[config.mk]
export PLATFORM = sky130hd
export DESIGN_NAME = fetch_unit_flat
export DESIGN_NICKNAME = d
export VERILOG_FILES = /design/src/rtl/fetch_unit_if.sv /design/src/rtl/fetch_unit.sv /design/src/flat_wrapper.sv
export SDC_FILE = /design/constraint.sdc
export NUM_CORES = 1
export LEC_CHECK = 0
export ABC_AREA = 1
export BUFFER_PORTS_ARGS = -buffer_cell sky130_fd_sc_hd__buf_2
export CAP_MARGIN = 40
export CORE_MARGIN = 3
export CORE_UTILIZATION = 45
export DETAILED_ROUTE_END_ITERATION = 10
export PLACE_DENSITY = 0.75
export SETUP_SLACK_MARGIN = 0.1
export SYNTH_ARGS = -nofsm -noshare
export SYNTH_HDL_FRONTEND = slang
export SYNTH_SLANG_ARGS = --single-unit
[constraint.sdc]
create_clock -name clk -period 9.4 [get_ports clk]
set_input_delay 1.88 -clock clk [delete_from_list [all_inputs] [get_ports clk]]
set_output_delay 1.88 -clock clk [all_outputs]
set_load 0.05 [all_outputs]
[src/rtl/fetch_unit_if.sv]
// Fetch unit interface: redirect control, instruction delivery and program-memory bus.
interface fetch_unit_if;
  logic        redirect;
  logic [31:0] redirect_pc;
  logic        instr_ready;
  logic        instr_valid;
  logic [31:0] instruction;
  logic [31:0] instr_pc;
  logic        mem_req;
  logic [31:0] mem_addr;
  logic        mem_ack;
  logic [31:0] mem_rdata;

  // Fetch unit side.
  modport master (
    input  redirect, redirect_pc, instr_ready, mem_ack, mem_rdata,
    output instr_valid, instruction, instr_pc, mem_req, mem_addr
  );

  // Core pipeline / memory side.
  modport slave (
    output redirect, redirect_pc, instr_ready, mem_ack, mem_rdata,
    input  instr_valid, instruction, instr_pc, mem_req, mem_addr
  );
endinterface

[src/rtl/fetch_unit.sv]
// Sequential instruction fetch unit with a small prefetch FIFO and redirect support.
// At most one memory read is outstanding; reads are only issued when the FIFO
// is guaranteed to have room for the returning word.
module fetch_unit #(
  parameter int unsigned DEPTH    = 2,
  parameter logic [31:0] RESET_PC = 32'h0000_0000
) (
  input logic          clk,
  input logic          rst,
  fetch_unit_if.master bus
);

  localparam int unsigned PW = $clog2(DEPTH);
  localparam int unsigned CW = PW + 1;
  localparam logic [CW-1:0] FULL = CW'(DEPTH);

  typedef enum logic [1:0] {
    IDLE,
    WAIT,
    DISCARD
  } state_t;

  state_t        state, state_d;
  logic [31:0]   fetch_addr;
  logic [31:0]   req_addr;
  logic [31:0]   pc_q   [DEPTH];
  logic [31:0]   data_q [DEPTH];
  logic [PW-1:0] rd_ptr, wr_ptr;
  logic [CW-1:0] count;
  logic          valid, pop, push, issue;

  // A redirect flushes the FIFO, so any simultaneous pop is dropped.
  assign valid = (count != '0);
  assign pop   = valid && bus.instr_ready && !bus.redirect;

  // Next-state logic: issue a read when room is guaranteed, push or drop returning data.
  always_comb begin
    state_d = state;
    push    = 1'b0;
    issue   = 1'b0;
    case (state)
      IDLE: begin
        if (!bus.redirect && ((count < FULL) || pop)) begin
          issue   = 1'b1;
          state_d = WAIT;
        end
      end
      WAIT: begin
        if (bus.mem_ack) begin
          push    = !bus.redirect;
          state_d = IDLE;
        end else if (bus.redirect) begin
          state_d = DISCARD;
        end
      end
      DISCARD: begin
        if (bus.mem_ack) state_d = IDLE;
      end
      default: state_d = IDLE;
    endcase
  end

  // FSM state register.
  always_ff @(posedge clk) begin
    if (rst) state <= IDLE;
    else     state <= state_d;
  end

  // Fetch address advances only on an accepted return; the request address is latched at issue.
  always_ff @(posedge clk) begin
    if (rst) begin
      fetch_addr <= RESET_PC;
      req_addr   <= '0;
    end else begin
      if (bus.redirect)  fetch_addr <= bus.redirect_pc & 32'hFFFF_FFFC;
      else if (push)     fetch_addr <= fetch_addr + 32'd4;
      if (issue)         req_addr   <= fetch_addr;
    end
  end

  // FIFO pointers and occupancy; redirect empties the queue.
  always_ff @(posedge clk) begin
    if (rst || bus.redirect) begin
      rd_ptr <= '0;
      wr_ptr <= '0;
      count  <= '0;
    end else begin
      if (push) wr_ptr <= wr_ptr + PW'(1);
      if (pop)  rd_ptr <= rd_ptr + PW'(1);
      case ({push, pop})
        2'b10:   count <= count + CW'(1);
        2'b01:   count <= count - CW'(1);
        default: count <= count;
      endcase
    end
  end

  // FIFO storage; contents are only observable through valid entries.
  always_ff @(posedge clk) begin
    if (push) begin
      pc_q[wr_ptr]   <= req_addr;
      data_q[wr_ptr] <= bus.mem_rdata;
    end
  end

  assign bus.instr_valid = valid;
  assign bus.instruction = valid ? data_q[rd_ptr] : '0;
  assign bus.instr_pc    = valid ? pc_q[rd_ptr]   : '0;
  assign bus.mem_req     = (state != IDLE);
  assign bus.mem_addr    = req_addr;

endmodule
[src/flat_wrapper.sv]
// flat-port wrapper written by rule: the top's interface ports become plain ports
module fetch_unit_flat 
#(
  parameter int unsigned DEPTH    = 2,
  parameter logic [31:0] RESET_PC = 32'h0000_0000
)
  (clk, rst, bus_redirect, bus_redirect_pc, bus_instr_ready, bus_mem_ack, bus_mem_rdata, bus_instr_valid, bus_instruction, bus_instr_pc, bus_mem_req, bus_mem_addr);
  fetch_unit_if bus_i ();
  input logic clk;
  input logic rst;
  input wire logic [$bits(bus_i.redirect)-1:0] bus_redirect;
  input wire logic [$bits(bus_i.redirect_pc)-1:0] bus_redirect_pc;
  input wire logic [$bits(bus_i.instr_ready)-1:0] bus_instr_ready;
  input wire logic [$bits(bus_i.mem_ack)-1:0] bus_mem_ack;
  input wire logic [$bits(bus_i.mem_rdata)-1:0] bus_mem_rdata;
  output wire logic [$bits(bus_i.instr_valid)-1:0] bus_instr_valid;
  output wire logic [$bits(bus_i.instruction)-1:0] bus_instruction;
  output wire logic [$bits(bus_i.instr_pc)-1:0] bus_instr_pc;
  output wire logic [$bits(bus_i.mem_req)-1:0] bus_mem_req;
  output wire logic [$bits(bus_i.mem_addr)-1:0] bus_mem_addr;
  assign bus_i.redirect = bus_redirect;
  assign bus_i.redirect_pc = bus_redirect_pc;
  assign bus_i.instr_ready = bus_instr_ready;
  assign bus_i.mem_ack = bus_mem_ack;
  assign bus_i.mem_rdata = bus_mem_rdata;
  assign bus_instr_valid = bus_i.instr_valid;
  assign bus_instruction = bus_i.instruction;
  assign bus_instr_pc = bus_i.instr_pc;
  assign bus_mem_req = bus_i.mem_req;
  assign bus_mem_addr = bus_i.mem_addr;
  fetch_unit #(.DEPTH(DEPTH), .RESET_PC(RESET_PC)) u_core (.clk(clk), .rst(rst), .bus(bus_i));
endmodule
======== Word-level counts from Yosys, hierarchy flattened ========
Memory sizes are Yosys's and may differ from the RTL's. A register that Yosys moved wholly into a read port is not among the register bits.
Index checks and enable logic that the tools add are counted.
word-level totals
  register bits ........................... 70
  RAM bits ................................ 128
  input port bits ......................... 69
  output and inout bits ................... 98
  logic and storage cells ................. 55
  memories kept ........................... 2
memories
  memory         depth  width  read ports  clocked after memory_dff  write ports  line              RTL
  u_core.data_q  2      32     1           1                         1            fetch_unit.sv:27  logic [31:0] data_q [DEPTH];
  u_core.pc_q    2      32     1           1                         1            fetch_unit.sv:26  logic [31:0] pc_q [DEPTH];
cells by class
  add/subtract/negate cells ............... 5
  order comparisons ....................... 1
  equality and inequality tests ........... 7
  multiplexer cells ....................... 20
  reduce and logical (&&, ||, !) cells .... 13
operators by type and width
  kind                                               count
  2-to-1 mux 32 bit                                  4
  adder 32 x 3 -> 32 bit, second input constant      1
  2-to-1 mux 1 bit                                   10
  2-to-1 mux 2 bit                                   4
  nonzero test 2 bit                                 4
  one-hot mux 2 bit (3 select lines)                 1
  == test 2 x 1 -> 1 bit, second input constant      2
  == test 2 bit, second input constant               2
  one-hot mux 2 bit (2 select lines)                 1
  logical AND 1 bit                                  3
  != test 3 bit, second input constant               1
  AND reduction 3 bit                                1
  adder 1 bit, second input constant                 2
  adder 2 x 1 -> 2 bit, second input constant        1
  logical NOT 2 bit                                  1
  logical OR 1 bit                                   2
  less-than comparator 2 bit, second input constant  1
  != test 2 x 1 -> 1 bit, second input constant      1
  != test 2 bit, second input constant               1
  OR reduction 2 bit                                 1
  subtractor 2 x 1 -> 2 bit, second input constant   1
  logical NOT 1 bit                                  1

======== Depth between registers and ports, before layout ========
Gate-level depths: netlist of the first run.
  depth in word-level cells ............... 7
  depth in mapped cells ................... 10
  depth with buffers taken out ............ 10

======== Least setup slack after synthesis of the first run ========
No wires, ideal clock.
  kind .................................... input to register
  start point ............................. input bus_mem_ack
  end point ............................... memory u_core.data_q[0][0], enable pin
  data arrival time ....................... 4.841 ns
  required time ........................... 8.916 ns
  path slack .............................. 4.075 ns
  stages .................................. 4
  cells stage by stage .................... nand2_4 > nor2_8 > inv_2 > nor2_1
on the way
  longest elaborated chain between the ends .. 4
ends and longest elaborated chain
  element                                 line                RTL
  from (decl)                             flat_wrapper.sv:14  input wire logic [$bits(bus_i.mem_ack)-1:0] bus_mem_ack;
  2-to-1 mux 1 bit                        fetch_unit.sv:49    if (bus.mem_ack) begin
  2-to-1 mux 1 bit                        fetch_unit.sv:41    case (state)
  2-to-1 mux 1 bit                        fetch_unit.sv:100   if (push) begin
  2-to-1 mux 1 bit (not written as such)  fetch_unit.sv:102   data_q[wr_ptr] <= bus.mem_rdata;
  to (decl)                               fetch_unit.sv:27
No other way between the ends.

==> results by group, run 1 <==
Synth
  – Post-synth EDFFs: 124
  – Syn Inst Count: 855
  – Mean post-synth cell area: 9.57 sq um
  – Synth unique cells: 40
  – Ys Warns: 0
  – Synth Register Bits: 191
  – Register area share after synthesis: 0.619
  – Post-Syn Area: around 8200 sq um
  – Primary FF master, synth: edfxtp_1
  – Async S/R FF share, synth: 0

STA
  – Final hold vios: 0
  – Final setup fails: 0
  – Max-slew violation count: 0
  – Unrepaired setup endpoints after global routing: false
  – Worst rel slew slack: 0.418
  – Worst-margin pin slew: 0.873 ns
  – Max Freq: 232 MHz
  – Setup TNS: 0 ns
  – Worst Hold Slack: between 0.4 and 0.5 ns
  – Minimum clock period: 4.30 ns
  – Final Cycle Share: 0.458
  – Worst Skew: between 0.008 and 0.009 ns

Hold path
  – Worst hold stages: 2
  – Worst hold path class: flip-flop to flip-flop

Global routing
  – First-pass GRT wire length: 30.4 mm
  – Initial antenna violation count: 0
  – GR Overflow Total: 0
  – Tot GR Track Use: 0.192
  – Largest net degree at the start of global routing: 64
  – Vias in the first global route: 5947

Clock network
  – Clock Sinks: approximately 190
  – Setup bufs post-CTS: 0
  – Clk buf depth: 2
  – Clock transition at the registers of the reported paths: approximately 0.070 ns
  – CTS root buffer: clkbuf_16
  – Worst skew pair latency: 0.42 ns
  – H-tree depth: 4
  – CTS tree: yes
  – Post-cts sizing count: 0
  – # hold bufs at CTS: 0
  – Number of buffers created by CTS: 17

Route
  – Drt wl/cell: roughly 15 um
  – Post-Route WL: about 19 mm
  – Met2 Wirelength: 9.17 mm
  – M1 WL: 8.56 mm
  – DR pass1 iterations: 5
  – Wire length on met3: ~1.0 mm
  – DRC violations left: 0
  – Top routing layer in use: met4
  – Vias: 6263
  – Vias/cell: 5.06
  – Post-route ant nets: 0
  – Iter 0 DRT Violations: 394

Critical path
  – Critical path fanouts, max: 63
  – CP startpoint kind: flip-flop
  – R2R cell count: 7
  – Crit Path Class: flip-flop to primary output
  – Critical path arrival: 2.42 ns
  – CP required: 7.52 ns
  – Crit. End Element: primary output

Pwr
  – Max VDD drop: roughly 130 uV
  – Pint: 1350 uW
  – Pwr per Cell Area: 183 nW/um^2
  – Clock Power Share: 0.387
  – Gate power share: 0.084
  – Switching Share: 0.244
  – Pleak: 0.00394 uW
  – Reg power frac: 0.529
  – Psw: 436 uW

Finish
  – Layout Nets: 1071
  – ANT cells: 0
  – Layout cells sized above 1: 0.235
  – Area Growth Syn to Fin: 19.0%

Die
  – Io pins: 167
  – Core area: approximately 18000 sq um
  – Rows: 48
  – Initial Util: 0.467
  – Die area: 19800 sq um
  – Die Width: about 140 um
  – Die height: 141 um

Place
  – Final Wtd Congestion: roughly 0.91
  – IO Port Bufs: 160
  – Estimated wirelength of the detail-placed design: 12.6 mm

Outcome
  – Status: completed

Run
  – # Max-Cap Violations: 0
stage by stage:
stage          std cells  instance area (sq um)  worst slack, ns  utilization  power, uW
3_5_place_dp        1206                   9170             5.40        0.523       1110
6_report            1237                   9740             5.10        0.555       1790
2_1_floorplan        858                   8190             4.08            -       1060
4_1_cts             1237                   9740             5.08        0.555       1800
5_1_grt             1237                   9740             4.93        0.555       1850
3_3_place_gp        1204                   9130             5.19        0.521       1110
cell usage in the layout (no fill, tap or decap), drive strengths merged, types with 5 or more instances in the layout:
cell type    n
edfxtp     124
dfxtp       67
a21oi      123
nand3       29
clkinv       5
o21ai       55
clkbuf      17
nand2      229
inv         88
nor2        62
buf        166
xor2         6
nand4        5
power groups by stage:
stage / clock, uW / combinational (uW) / sequential (uW)
final: 690 / 150 / 945
after global placement: 0 / 146 / 962
after floorplan: 0 / 72.8 / 990
after detailed placement: 0 / 150 / 963
after global routing: 743 / 163 / 948
after CTS: 704 / 151 / 945
worst paths after layout:
| check | from | end | slack, ns |
|---|---|---|---|
| setup / recovery | flip-flop | bus_instruction[11] | 5.10 |
| hold / removal | u_core.bus.mem_addr[19] | u_core.bus.mem_addr[19] | 0.47 |
| setup reg to reg | u_core.state[0] | u_core.pc_q[0][29] | 6.99 |
| hold reg to reg | u_core.bus.mem_addr[19] | u_core.bus.mem_addr[19] | 0.47 |
Yosys cell counts (2+ instances only):
cell      count  area [sq um]
nand2_2       6          37.5
nor2_2        8          50.1
nor2_1       46           173
inv_1        79           297
buf_6         2          22.5
nand3_1      28           140
nand4_1       5          31.3
nor3_1        2          10.0
nor2_8        2          40.0
nand2_1     219           822
a22oi_1       3          22.5
ha_1          2          25.0
o21ai_1       3          15.0
dfxtp_1      67          1340
xor2_1        5          43.8
nand2_4       4          45.0
xnor2_1       4          35.0
o21ai_0      51           255
a31oi_1       4          25.0
o211ai_1      2          15.0
a22o_1        4          35.0
clkbuf_1     29           109
a21oi_1     118           591
buf_2         6          30.0
nor2_4        6          67.6
buf_4         4          30.0
a21oi_2       5          43.8
edfxtp_1    124          3720
inv_2         6          22.5
metal layers:
layer | vias up | track usage
met1 | 2927 | 0.254
met2 | 170 | 0.318
met5 | - | 0
met4 | 0 | 0.0622
met3 | 24 | 0.0390
li1 | 3142 | -
cells by family after synthesis:
group,count (synthesis),share of synthesized area
AO/OA/AOI/OAI,193,0.125
XOR/XNOR,10,0.0116
adder cells (fa/ha/maj),2,0.00306
buffers and inverters,128,0.0635
flip-flops,191,0.619
other,1,0.000458
AND/OR/NAND/NOR,330,0.177
critical path, stage by stage (launching register included):
cell,delay [ns]
dfxtp_2,0.31
buf_4,0.56
inv_2,0.37
buf_12,0.29
nand2_1,0.09
a21oi_1,0.07
buf_2,0.25
sequential cells by signal (all words and copies together) (netlist names), named ones only:
register	cells
u_core.count	2
u_core.wr_ptr	1
u_core.data_q	64
u_core.pc_q	60
u_core.state	2
u_core.bus.mem_addr	30
u_core.fetch_addr	30
u_core.rd_ptr	1
final cells by class:
class,count,area [sq um]
fill,1604,7800
sequential,191,5070
multi-input combinational,539,2640
timing repair buffer,166,871
clock buffer,17,425
inverter,85,319
tap,225,282
clock inverter,14,140
Note: power is estimated with default switching activity, not from simulation.
==> inputs of run 2 (changes only) <==
==> constraint.sdc (replaced) <==
create_clock -name clk -period 4.3 [get_ports clk]
set_input_delay 0.86 -clock clk [delete_from_list [all_inputs] [get_ports clk]]
set_output_delay 0.86 -clock clk [all_outputs]
set_load 0.05 [all_outputs]
==> results by group, run 2 (synthesis results as in run 1) <==
Clock network
  – # hold bufs at CTS: 0
  – Setup bufs post-CTS: 0
  – Number of buffers created by CTS: 17
  – Clock transition at the registers of the reported paths: 0.06 ns
  – Clk buf depth: 2
  – H-tree depth: 4
  – CTS root buffer: clkbuf_16
  – Clock Sinks: between 150 and 200
  – CTS tree: yes
  – Post-cts sizing count: 0
  – Worst skew pair latency: 0.42 ns

Global routing
  – Largest net degree at the start of global routing: 63
  – Initial antenna violation count: 0
  – Vias in the first global route: between 6k and 7k
  – GR Overflow Total: 0
  – Tot GR Track Use: 0.194
  – First-pass GRT wire length: ~30 mm

Hold path
  – Worst hold stages: 2
  – Hold Startpoint: u_core.rd_ptr
  – Worst hold path class: flip-flop to flip-flop

Route
  – DRC violations left: 0
  – Post-route ant nets: 0
  – Vias/cell: approximately 5.1
  – DR pass1 iterations: 5
  – Post-Route WL: 18.9 mm
  – Iter 0 DRT Violations: 479
  – Drt wl/cell: 15.2 um
  – Vias: 6320

Critical path
  – Crit Reg-Reg Startpoint: u_core.state[0]
  – Critical-path top delay cell: nor2_4
  – Worst R2R End: u_core.pc_q[0][20]
  – Cell Chain, Critical Path: nor2_4 > buf_4 > a21oi_1 > buf_2
  – Critical path arrival: 2.20 ns
  – CP startpoint kind: flip-flop
  – Crit. End Element: primary output
  – Crit Path Class: flip-flop to primary output
  – CP max stage delay: 0.54 ns
  – CP required: 3.44 ns
  – Critical path fanouts, max: 36
  – Worst R2R Setup Slack: 1.85 ns
  – R2R cell count: 7

Place
  – IO Port Bufs: between 150 and 200
  – Inst Count DP: 1206
  – Setup WS pre-CTS: 1.21 ns
  – Estimated wirelength of the detail-placed design: about 13 mm
  – DP Area: between 9000 and 10000 sq um
  – Final Wtd Congestion: between 0.9 and 1

Finish
  – Area Growth Syn to Fin: 19.4%
  – ANT cells: 0
  – Top flop regs: u_core.data_q (64), u_core.pc_q (60)
  – Most frequent cells in the layout: nand2_1, buf_2, edfxtp_1
  – Final instance area: 9770 sq um
  – Commonest non-fill, non-tap cell in the layout: nand2_1
  – Layout Nets: 1071
  – Finished Layout Cells: 1238
  – Max FFs per register: 64
  – Util after Layout: 0.557
  – Layout cells sized above 1: 0.236
  – Top reg by flops: u_core.data_q

Die
  – Io pins: between 150 and 200
  – Die area: 19800 sq um
  – Rows: 48
  – Initial Util: 0.467
  – Die height: 141 um
  – Core area: 17500 sq um
  – Die Width: 141 um

STA
  – Max Freq: 327 MHz
  – Setup TNS: 0 ns
  – Worst-margin pin slew: 0.850 ns
  – Final Cycle Share: 0.711
  – Final setup fails: 0
  – Minimum clock period: ~3.1 ns
  – Final hold vios: 0
  – Worst Skew: ~0.012 ns
  – Max-slew violation count: 0
  – Unrepaired setup endpoints after global routing: false
  – Worst rel slew slack: 0.433
  – Final worst-path setup slack: 1.24 ns

Pwr
  – Pwr per Cell Area: 407 nW/um^2
  – Max VDD drop: 279 uV
  – Pleak: 0.00396 uW

Outcome
  – Status: completed

Run
  – # Max-Cap Violations: 0
[run 2: critical path, delay by kind of cell (launching register included)]
family                 cells  cell delay (ns)
buffers and inverters      2             0.74
AND/OR/NAND/NOR            1             0.54
flip-flops                 1             0.36
AO/OA/AOI/OAI              1             0.12
[run 2: metal layers]
layer  share of wire  GRT usage  vias to the layer above
li1                -          -                     3140
met1            0.44      0.256                     2915
met2            0.47      0.320                      232
met3           0.072     0.0377                       33
met4           0.023     0.0714                        0
met5               0          0                        -
[run 2: worst max path at each step]
| stage | slack [ns] | from | cells past startpoint | to |
|---|---|---|---|---|
| floorplan | 1.05 | bus_mem_ack | 4 | u_core.data_q[0][0] |
| global placement | 1.23 | bus_redirect | 5 | u_core.pc_q[0][29] |
| detailed placement | 1.21 | bus_redirect | 5 | u_core.data_q[0][9] |
| CTS | 1.17 | u_core.count[0] | 4 | bus_instr_pc[20] |
| global route | 1.05 | u_core.count[0] | 4 | bus_instr_pc[20] |
| finish | 1.24 | u_core.count[0] | 4 | bus_instr_pc[21] |
[run 2: through the flow]
stage	hold WS (ns)	total power, uW
floorplan	0.447	2320
global placement	0.452	2420
detailed placement	0.460	2430
CTS	0.475	4000
global route	0.501	4120
finish	0.475	3970
[run 2: layout make-up]
cell class / instances / area (sq um)
clock buffers: 19 / 433
clock inverters: 13 / 160
fillers: 1563 / 7770
inverters: 85 / 319
multi-input cells: 539 / 2640
flip-flops and latches: 191 / 5070
well taps: 225 / 282
repair buffers: 166 / 871
[run 2: report_power, final]
part           internal [uW]  switching (uW)  total, uW
combinational           88.8             237        326
clock                    917             663       1580
sequential              2010            55.6       2070
total                   3020             956       3970
==> inputs of run 3 (changes only) <==
==> constraint.sdc (replaced) <==
create_clock -name clk -period 3.1 [get_ports clk]
set_input_delay 0.62 -clock clk [delete_from_list [all_inputs] [get_ports clk]]
set_output_delay 0.62 -clock clk [all_outputs]
set_load 0.05 [all_outputs]
==> results by group, run 3 (synthesis results as in run 1) <==
Clock network
  – Setup bufs post-CTS: 0
  – CTS tree: yes
  – Clk buf depth: 2
  – Post-cts sizing count: 0
  – Clock Sinks: 191
  – H-tree depth: 4
  – Worst skew pair latency: 0.42 ns
  – Clock transition at the registers of the reported paths: around 0.07 ns
  – CTS root buffer: clkbuf_16
  – # hold bufs at CTS: 0
  – Number of buffers created by CTS: 17

Die
  – Die height: 141 um
  – Rows: 48
  – Die Width: 141 um
  – Die area: 19800 sq um
  – Core area: about 18000 sq um
  – Initial Util: 0.467
  – Io pins: 167

Place
  – IO Port Bufs: 160
  – Final Wtd Congestion: 0.916
  – Estimated wirelength of the detail-placed design: 12.9 mm

Pwr
  – Clock Power Share: 0.401
  – Pleak: 0.00399 uW
  – Max VDD drop: 346 uV
  – Switching Share: 0.245
  – Pwr per Cell Area: about 560 nW/um^2
  – Gate power share: 0.083
  – Psw: 1360 uW
  – Pint: 4200 uW
  – Reg power frac: 0.515

Route
  – DR pass1 iterations: 7
  – DRC violations left: 0
  – Vias: 6360
  – Post-Route WL: 19.3 mm
  – Post-route ant nets: 0
  – Iter 0 DRT Violations: 439
  – Drt wl/cell: about 16 um
  – Vias/cell: ~5.1

Global routing
  – Tot GR Track Use: 0.193
  – First-pass GRT wire length: 30.6 mm
  – GR peak layer: met2
  – GR Util met2: 0.317
  – Largest net degree at the start of global routing: between 60 and 70
  – Met3 usage: 0.0417
  – Vias in the first global route: 6008
  – GR Overflow Total: 0
  – Met1 Track Usage GR: 0.254
  – Initial antenna violation count: 0

Finish
  – Total area of sequential cells: 5070 sq um
  – Area Growth Syn to Fin: 20.4%
  – Area of the multi-input gates: approximately 2600 sq um
  – Max FFs per register: 64
  – Commonest non-fill, non-tap cell in the layout: nand2_1
  – Top reg by flops: u_core.data_q
  – Most frequent cells in the layout: nand2_1, buf_2, edfxtp_1
  – ANT cells: 0
  – Top flop regs: u_core.data_q (64), u_core.pc_q (60)
  – Fill cell count: ~1.6k
  – Util after Layout: 0.562
  – Layout cells sized above 1: 0.242
  – Layout Nets: between 1k and 1.5k

Critical path
  – CP max stage delay: ~0.4 ns
  – R2R cell count: 10
  – CP startpoint kind: flip-flop
  – CP required: 2.48 ns
  – Cell Chain, Critical Path: inv_2 > buf_12 > nand2_1 > a21oi_1 > buf_2
  – Critical path fanouts, max: 34
  – Critical-path top delay cell: inv_2
  – Stages on worst setup path: 5
  – Crit. End Element: primary output
  – Buf/Inv on CP: 3
  – Critical path arrival: 2.01 ns
  – Crit Path Class: flip-flop to primary output
  – CP delay by family, top: buffers and inverters

STA
  – Final Cycle Share: 0.848
  – Worst Skew: 0.0107 ns
  – Setup TNS: 0 ns
  – Unrepaired setup endpoints after global routing: false
  – Max-slew violation count: 0
  – Max Freq: 381 MHz
  – Final setup fails: 0
  – Final hold vios: 0
  – Worst rel slew slack: 0.409
  – Worst-margin pin slew: 0.886 ns
  – Minimum clock period: 2.63 ns

Run
  – # Max-Cap Violations: 0

Hold path
  – Worst hold path class: input port to flip-flop
  – Worst hold stages: 1

Outcome
  – Status: completed
==> run 3: cell count changes in the layout (fill, tap and decap cells not counted) <==
cell,change
inv_6,+2
clkinv_4,-1
clkbuf_1,-2
buf_4,+1
inv_8,+1
clkinv_1,-2
buf_12,+3
clkinvlp_4,+1
==> run 3: area by class of cell <==
| class | count | area share |
|---|---|---|
| Tap cell | 225 | 0.0286 |
| Timing Repair Buffer | 170 | 0.0953 |
| Sequential cell | 191 | 0.514 |
| Multi-Input combinational cell | 539 | 0.268 |
| Clock inverter | 14 | 0.0183 |
| Clock buffer | 17 | 0.0432 |
| Inverter | 85 | 0.0324 |
==> run 3: power by group through the flow <==
stage | combinational (uW) | clock (uW) | sequential (uW)
2_1_floorplan | 221 | 0 | 3000
3_3_place_gp | 451 | 0 | 2920
3_5_place_dp | 462 | 0 | 2920
4_1_cts | 466 | 2260 | 2860
5_1_grt | 505 | 2370 | 2870
6_report | 463 | 2230 | 2860
==> run 3: worst reg2reg max path, stage by stage (launching register included) <==
cell and delay (ns):
dfxtp_1 0.34, inv_1 0.08, nor2_2 0.16, nand2_4 0.15, nor2_8 0.32, inv_2 0.20, ha_1 0.25, xnor2_1 0.19
xnor2_1 0.14, nand2_1 0.06, a21boi_0 0.14
==> run 3: worst paths after layout <==
kind                            slack [ns]        startpoint             endpoint
worst max-delay path                  0.47         flip-flop  bus_instruction[12]
worst min-delay path                  0.39  bus_mem_rdata[6]  u_core.data_q[0][6]
worst max register to register        0.98   u_core.state[0]      u_core.count[1]
worst min register to register        0.48     u_core.rd_ptr            flip-flop
==> run 3: through the flow <==
stage / power [uW] / hold WS [ns] / worst slack (ns) / instances / cell area [sq um]
6_report: 5560 / 0.390 / 0.473 / 1241 / 9850
5_1_grt: 5750 / 0.367 / 0.354 / 1241 / 9850
4_1_cts: 5590 / 0.371 / 0.426 / 1241 / 9850
3_5_place_dp: 3380 / 0.464 / 0.671 / 1210 / 9240
3_3_place_gp: 3370 / 0.456 / 0.716 / 1210 / 9240
2_1_floorplan: 3220 / 0.447 / 0.786 / 858 / 8210
==> run 3: per-layer routing <==
layer	vias to the layer above	wire length, um
li1	3149	-
met4	0	398
met1	2966	8410
met5	-	0
met3	31	1160
met2	214	9340
